<file path="src/rtl/seq_pkg.sv">
// ============================================================================
// Module : seq_pkg
// Brief  : Shared state encoding and default sizing for the program sequencer.
// Rev    : 1.0
// ============================================================================
`default_nettype none

package seq_pkg;

    localparam int c_def_pc_w    = 10;
    localparam int c_def_off_w   = 8;
    localparam int c_def_num_pgm = 4;

    // Entry 0 sits in the least-significant slice.
    localparam logic [c_def_num_pgm-1:0][c_def_pc_w-1:0] c_def_pgm_base =
        {10'd384, 10'd256, 10'd128, 10'd0};

    typedef enum logic [1:0] {
        ST_IDLE = 2'd0,
        ST_RUN  = 2'd1,
        ST_DONE = 2'd2
    } state_t;

endpackage

`default_nettype wire

</file>
<file path="src/rtl/prog_sequencer_next_pc.sv">
// ============================================================================
// Module : next_pc
// Brief  : Combinational next-PC: hold on stall, relative branch, else +1.
// Rev    : 1.0
// ============================================================================
`default_nettype none

module next_pc
    import seq_pkg::*;
#(
    parameter int PC_W  = c_def_pc_w,
    parameter int OFF_W = c_def_off_w
) (
    input  logic [PC_W-1:0]  pc,
    input  logic             stall,
    input  logic             br_en,
    input  logic             br_ne,
    input  logic             zero,
    input  logic [OFF_W-1:0] offset,
    output logic [PC_W-1:0]  pc_nxt
);

    logic [PC_W-1:0] w_off_ext;
    logic            w_take;

    // Signed size cast sign-extends; the add then wraps modulo 2**PC_W.
    assign w_off_ext = PC_W'($signed(offset));
    assign w_take    = br_en & (zero ^ br_ne);

    always_comb begin
        pc_nxt = pc + PC_W'(1);
        if (stall) begin
            pc_nxt = pc;
        end else if (w_take) begin
            pc_nxt = pc + w_off_ext;
        end
    end

endmodule

`default_nettype wire

</file>
<file path="src/rtl/prog_sequencer.sv">
// ============================================================================
// Module : prog_sequencer
// Brief  : IDLE/RUN/DONE program sequencer with branch, stall and cycle limit.
// Rev    : 1.0
// ============================================================================
`default_nettype none

module prog_sequencer
    import seq_pkg::*;
#(
    parameter int                               PC_W     = c_def_pc_w,
    parameter int                               NUM_PGM  = c_def_num_pgm,
    parameter int                               OFF_W    = c_def_off_w,
    parameter int                               CYC_W    = 16,
    parameter logic [CYC_W-1:0]                 MAX_CYC  = '1,
    parameter logic [NUM_PGM-1:0][PC_W-1:0]     PGM_BASE = c_def_pgm_base,
    localparam int                              PSEL_W   = (NUM_PGM > 1) ? $clog2(NUM_PGM) : 1
) (
    input  logic              Clk,
    input  logic              Reset,
    input  logic              Start,
    input  logic [PSEL_W-1:0] PgmSel,
    input  logic              Stall,
    input  logic              BrEn,
    input  logic              BrNe,
    input  logic              Zero,
    input  logic [OFF_W-1:0]  Offset,
    input  logic              HaltReq,
    output logic [PC_W-1:0]   ProgCtr,
    output logic              Busy,
    output logic              Ack,
    output logic              Timeout,
    output logic [CYC_W-1:0]  CycleCt
);

    state_t           r_state;
    state_t           w_state_nxt;
    logic [PC_W-1:0]  r_pc;
    logic [PC_W-1:0]  w_pc_nxt;
    logic [PC_W-1:0]  w_pc_step;
    logic [PC_W-1:0]  w_base;
    logic [CYC_W-1:0] r_cyc;
    logic [CYC_W-1:0] w_cyc_nxt;
    logic             r_timeout;
    logic             w_timeout_nxt;

    // Out-of-range program indices fall back to entry 0.
    always_comb begin
        w_base = PGM_BASE[0];
        if (int'(PgmSel) < NUM_PGM) begin
            w_base = PGM_BASE[PgmSel];
        end
    end

    next_pc #(
        .PC_W  (PC_W),
        .OFF_W (OFF_W)
    ) u_next_pc (
        .pc     (r_pc),
        .stall  (Stall),
        .br_en  (BrEn),
        .br_ne  (BrNe),
        .zero   (Zero),
        .offset (Offset),
        .pc_nxt (w_pc_step)
    );

    always_ff @(posedge Clk) begin
        if (Reset) begin
            r_state   <= ST_IDLE;
            r_pc      <= '0;
            r_cyc     <= '0;
            r_timeout <= 1'b0;
        end else begin
            r_state   <= w_state_nxt;
            r_pc      <= w_pc_nxt;
            r_cyc     <= w_cyc_nxt;
            r_timeout <= w_timeout_nxt;
        end
    end

    always_comb begin
        w_state_nxt   = r_state;
        w_pc_nxt      = r_pc;
        w_cyc_nxt     = r_cyc;
        w_timeout_nxt = r_timeout;
        case (r_state)
            ST_IDLE, ST_DONE: begin
                if (Start) begin
                    w_state_nxt   = ST_RUN;
                    w_pc_nxt      = w_base;
                    w_cyc_nxt     = '0;
                    w_timeout_nxt = 1'b0;
                end
            end
            ST_RUN: begin
                // Halt outranks the cycle limit; both freeze PC and count.
                if (HaltReq) begin
                    w_state_nxt   = ST_DONE;
                    w_timeout_nxt = 1'b0;
                end else if (r_cyc == MAX_CYC) begin
                    w_state_nxt   = ST_DONE;
                    w_timeout_nxt = 1'b1;
                end else begin
                    w_pc_nxt  = w_pc_step;
                    w_cyc_nxt = r_cyc + CYC_W'(1);
                end
            end
            default: begin
                w_state_nxt = ST_IDLE;
            end
        endcase
    end

    assign ProgCtr = r_pc;
    assign CycleCt = r_cyc;
    assign Timeout = r_timeout;
    assign Busy    = (r_state == ST_RUN);
    assign Ack     = (r_state == ST_DONE);

endmodule

`default_nettype wire

</file>
<file path="config.mk">
export PLATFORM = sky130hd
export DESIGN_NAME = prog_sequencer
export DESIGN_NICKNAME = d
export VERILOG_FILES = /design/src/rtl/seq_pkg.sv /design/src/rtl/prog_sequencer_next_pc.sv /design/src/rtl/prog_sequencer.sv
export SDC_FILE = /design/constraint.sdc
export NUM_CORES = 1
export LEC_CHECK = 0
export ABC_AREA = 0
export CAP_MARGIN = 25
export CORE_AREA = 2 2 69 71
export CTS_CLUSTER_SIZE = 40
export DETAILED_ROUTE_END_ITERATION = 12
export DIE_AREA = 0 0 71 73
export GPL_TIMING_DRIVEN = 0
export HOLD_SLACK_MARGIN = 0.05
export PLACE_DENSITY_LB_ADDON = 0.1
export REMOVE_ABC_BUFFERS = 1
export SLEW_MARGIN = 40
export SYNTH_ARGS = -nofsm -noshare
export SYNTH_HDL_FRONTEND = slang
export SYNTH_SLANG_ARGS = --single-unit
</file>
<file path="constraint.sdc">
create_clock -name Clk -period 4.7 [get_ports Clk]
set_input_delay 0.47 -clock Clk [delete_from_list [all_inputs] [get_ports Clk]]
set_output_delay 0.47 -clock Clk [all_outputs]
set_load 0.01 [all_outputs]
</file>
==> results by stage <==
Status:
- The flow ran to the end, and the final reports show no timing, DRC or antenna violations.

Global route:
- The met2 usage is 0.324.
- The pin count of the biggest net entering global routing is 22.
- The number of antenna violations at the first check in global routing is 0.
- The number of global-route vias before repair came to 1714.
- The most used routing layer is met2.
- The met3 usage is 0.0470.
- After global routing the overflow that remains totals 0.
- For this run, global-route usage on met1 was measured as 0.252.
- Across every metal layer, demand over resource in global routing totals 0.195.
- The global-route wire length before repair is roughly 8.0 mm.

Clock network:
- For the worst-skew pair, the clock arrives at the later sink with an insertion delay of 0.28 ns.
- The TritonCTS buffer count is 5.
- The hold buffer count at cts is 0.
- The root buffer selected by CTS is clkbuf_8.
- The number of H-tree branching levels is 2.
- The number of setup buffers added after CTS is 0.
- The number of resized instances in the post-cts repair step is 0.
- CTS saw 29 sinks.
- The clock tree from TritonCTS is built.
- The clock transition time at the flip-flop clock pins of the worst setup and hold paths is about 0.060 ns.
- No sink is reached through more buffers than the 2 on the longest clock path.

Cells and area:
- From synthesis to final layout, the design area changed by 29.9%.
- In the final layout, the share of cells above drive strength 1 is 0.0565.
- The net count reported at finish is roughly 310.
- The finished cells cover 2500 um2.
- The count of fill cells added during filler insertion is around 430.
- For this run, the number of standard cells in the final layout without fillers is approximately 340.
- Once layout is complete, the utilization of the core stands at 0.551.
- The repair_antennas step left the layout with diodes totalling 0.

Placed design:
- The congestion estimate from routability-driven global placement came to ~0.82.
- Summing all placed instances gives a cell area of roughly 2400 um2.
- Detailed placement ended at an HPWL of around 3.5 mm.
- The number of cells in the design after placement is 331.
- The worst setup timing slack at the placement stage is 1.30 ns.
- The count of buffers inserted at the top-level ports is 46.

Critical path:
- The critical path is of the in2reg type.
- The gate family responsible for the most delay along the worst path is compound AO/OA/AOI/OAI gates.
- The slowest stage cell on the critical path is clkdlybuf4s50_1.
- STA classifies the critical path endpoint as a flip-flop.
- The critical path's largest stage delay is 0.47 ns.
- Data arrives at the worst endpoint at roughly 3.3 ns.
- The critical-path maximum fanout is 7.
- At the worst endpoint, the required time is approximately 4.9 ns.
- The number of buffers and inverters on the critical path is 2.
- Walking the worst path, the cells encountered are clkdlybuf4s50_1, xor2_1, and2_1, nand2b_1, ha_1, inv_1, fa_1, nand2b_1, a21oi_1, a311oi_1, mux2_2, a311oi_1.
- STA classifies the critical path startpoint as an input pin.

Yosys:
- The post-synthesis cell type count is 53.
- The share of the Yosys chip area taken by registers is 0.302.
- Of the total synthesized cell area, the portion taken by AND, OR, NAND and NOR gates is 0.303.
- Counting instances in the post-synthesis netlist gives the leading cell types as 29 x dfxtp_1, 23 x a21oi_1, 20 x nand2_1.
- The most instantiated flip-flop cell in the synthesis netlist is dfxtp_1.
- After synthesis, the largest family of logic cells by area is simple AND/OR/NAND/NOR gates.
- The library cell with the largest summed area after synthesis is dfxtp_1.
- The complex-gate fraction of the synthesized area is 0.245.
- The cell count after synthesis came out at about 240.
- Among all cell types in the netlist, the one instantiated most often is dfxtp_1.
- The synthesized area divided by synthesized cell count is about 8.1 um2.
- Of the total synthesized cell area, the portion taken by full adders, half adders and majority gates is 0.0754.
- The synthesized design contains 29 register bits.
- The number of synthesis warnings is 0.
- The mux cell area share after synthesis is 0.0111.
- The synthesized area is between 1500 and 2000 um2.
- The xor/xnor cell area share of the yosys netlist is 0.0364.
- After synthesis, the share of flip-flops with an asynchronous set or reset is 0.
- After synthesis, the cell types taking the most area are dfxtp_1 30%, ha_1 6.5%, a21oi_1 6.0%.
- The portion of synthesized cell area occupied by the leading cell type is 0.302.
- The number of synthesized flops with an enable pin is 0.

Timing:
- The setup clock skew after layout is around 0.0029 ns.
- Setup repair after global routing left no endpoint under its margin.
- The final critical path time including I/O delays and setup is roughly 3 ns.
- Summed over all failing endpoints, the final setup total negative slack is 0 ns.
- The count of pins over their slew limit is 0.
- The final cycle utilization of the critical path is 0.655.
- The worst setup slack after layout is roughly 1.6 ns.
- The relative slew slack is 0.451.
- For this run, the top clock speed supported by timing is roughly 320 MHz.
- The measured slew at the worst slew-check pin is around 0.82 ns.
- Setup violations remaining at the end of the flow were counted as 0.
- The number of endpoints with negative hold slack in the final report is 0.

Drt:
- The number of nets with antenna violations after detailed routing is 0.
- The routed design has approximately 4.8 mm of wire.
- The number of vias after detailed routing is between 1500 and 2000.
- After the first detailed-routing iteration, the DRC count stood at roughly 130.
- The routed length per instance is ~14 um.
- The per-cell via count in the routed design is 5.77.
- The first TritonRoute pass finished after 4 iterations.
- In the routed design, unresolved DRC markers number 0.

Floorplan:
- The die area is 5180 um2.
- The die boundary width is roughly 71 um.
- For this design the top-level I/O count stands at 47.
- The area of the core is around 4500 um2.
- The number of placement rows is 25.
- For this configuration, the core starts out at a cell density of 0.424.
- From bottom edge to top edge, the die measures 73 um.

Power and ir drop:
- VDD sags by at most ~0.00013 V.
- The power per standard cell area is between 200 and 250 nW/um2.
- The static leakage is 0.886 nW.

Worst hold path:
- The worst hold path belongs to the class reg2reg.

Flow run:
- The tool flagged a number of max-cap violations equal to 0.
==> layer usage <==
metal  wire (um)  vias up
li1            -      989
met1        2200      904
met2        2330       46
met3         239        7
met4          60        0
met5           0        -
==> worst paths after layout <==
path,start,to,slack [ns],cells past startpoint
max,Zero,ProgCtr[8],1.62,12
min,ProgCtr[5],ProgCtr[5],0.47,2
max reg2reg,ProgCtr[0],ProgCtr[8],2.46,8
min reg2reg,ProgCtr[5],ProgCtr[5],0.47,2
==> state kept, by name (all words and copies together), names as in the netlist <==
signal	flops
CycleCt	16
ProgCtr	10
Timeout	1
r_state	2
==> tightest hold or removal path, delay by kind of cell (launching register included) <==
family	cells	cell delay, ns
AO/OA/AOI/OAI	1	0.05
flip-flops	1	0.32
AND/OR/NAND/NOR	1	0.06
==> cell type report <==
cell class / instances / area [um2] / share of cell area
repair buffers: 46 / 460 / 0.184
inverters: 7 / 26.3 / 0.0105
well taps: 54 / 67.6 / 0.0270
multi-input cells: 195 / 1290 / 0.517
clock inverters: 1 / 5.00 / 0.00200
flip-flops and latches: 29 / 581 / 0.232
clock buffers: 5 / 68.8 / 0.0275
==> metrics by stage <==
stage | total power, mW | hold WS, ns
final | 0.533 | 0.475
after detailed placement | 0.349 | 0.469
after global placement | 0.349 | 0.461
after global routing | 0.560 | 0.497
after floorplan | 0.309 | 0.486
after CTS | 0.540 | 0.478
==> logic make-up after synthesis <==
family                     Yosys count
muxes                                2
adders and majority gates           11
buffers and inverters               13
and+or+nand+nor                    105
xor gates and xnor gates             8
AOI/OAI and AO/OA                   69
DFF                                 29
==> layout by cell type (no fill, tap or decap), drive strengths merged, types with 5 or more instances in the layout <==
cell type	count
o21ai	11
nor2b	5
inv	7
dfxtp	29
clkdlybuf4s50	46
or3	5
a21oi	26
clkbuf	5
and3	7
nor2	18
nand4	8
ha	10
nand3	12
nand2b	9
xnor2	6
nand2	20
==> power breakdown <==
| part | switching [mW] | leakage, nW | internal (mW) |
|---|---|---|---|
| Sequential | 0.00409 | 0.234 | 0.250 |
| Combinational | 0.0497 | 0.612 | 0.0401 |
| Clock | 0.0922 | 0.0399 | 0.0971 |
| Total | 0.146 | 0.886 | 0.387 |
No activity file was read; power rests on OpenSTA's default activity.
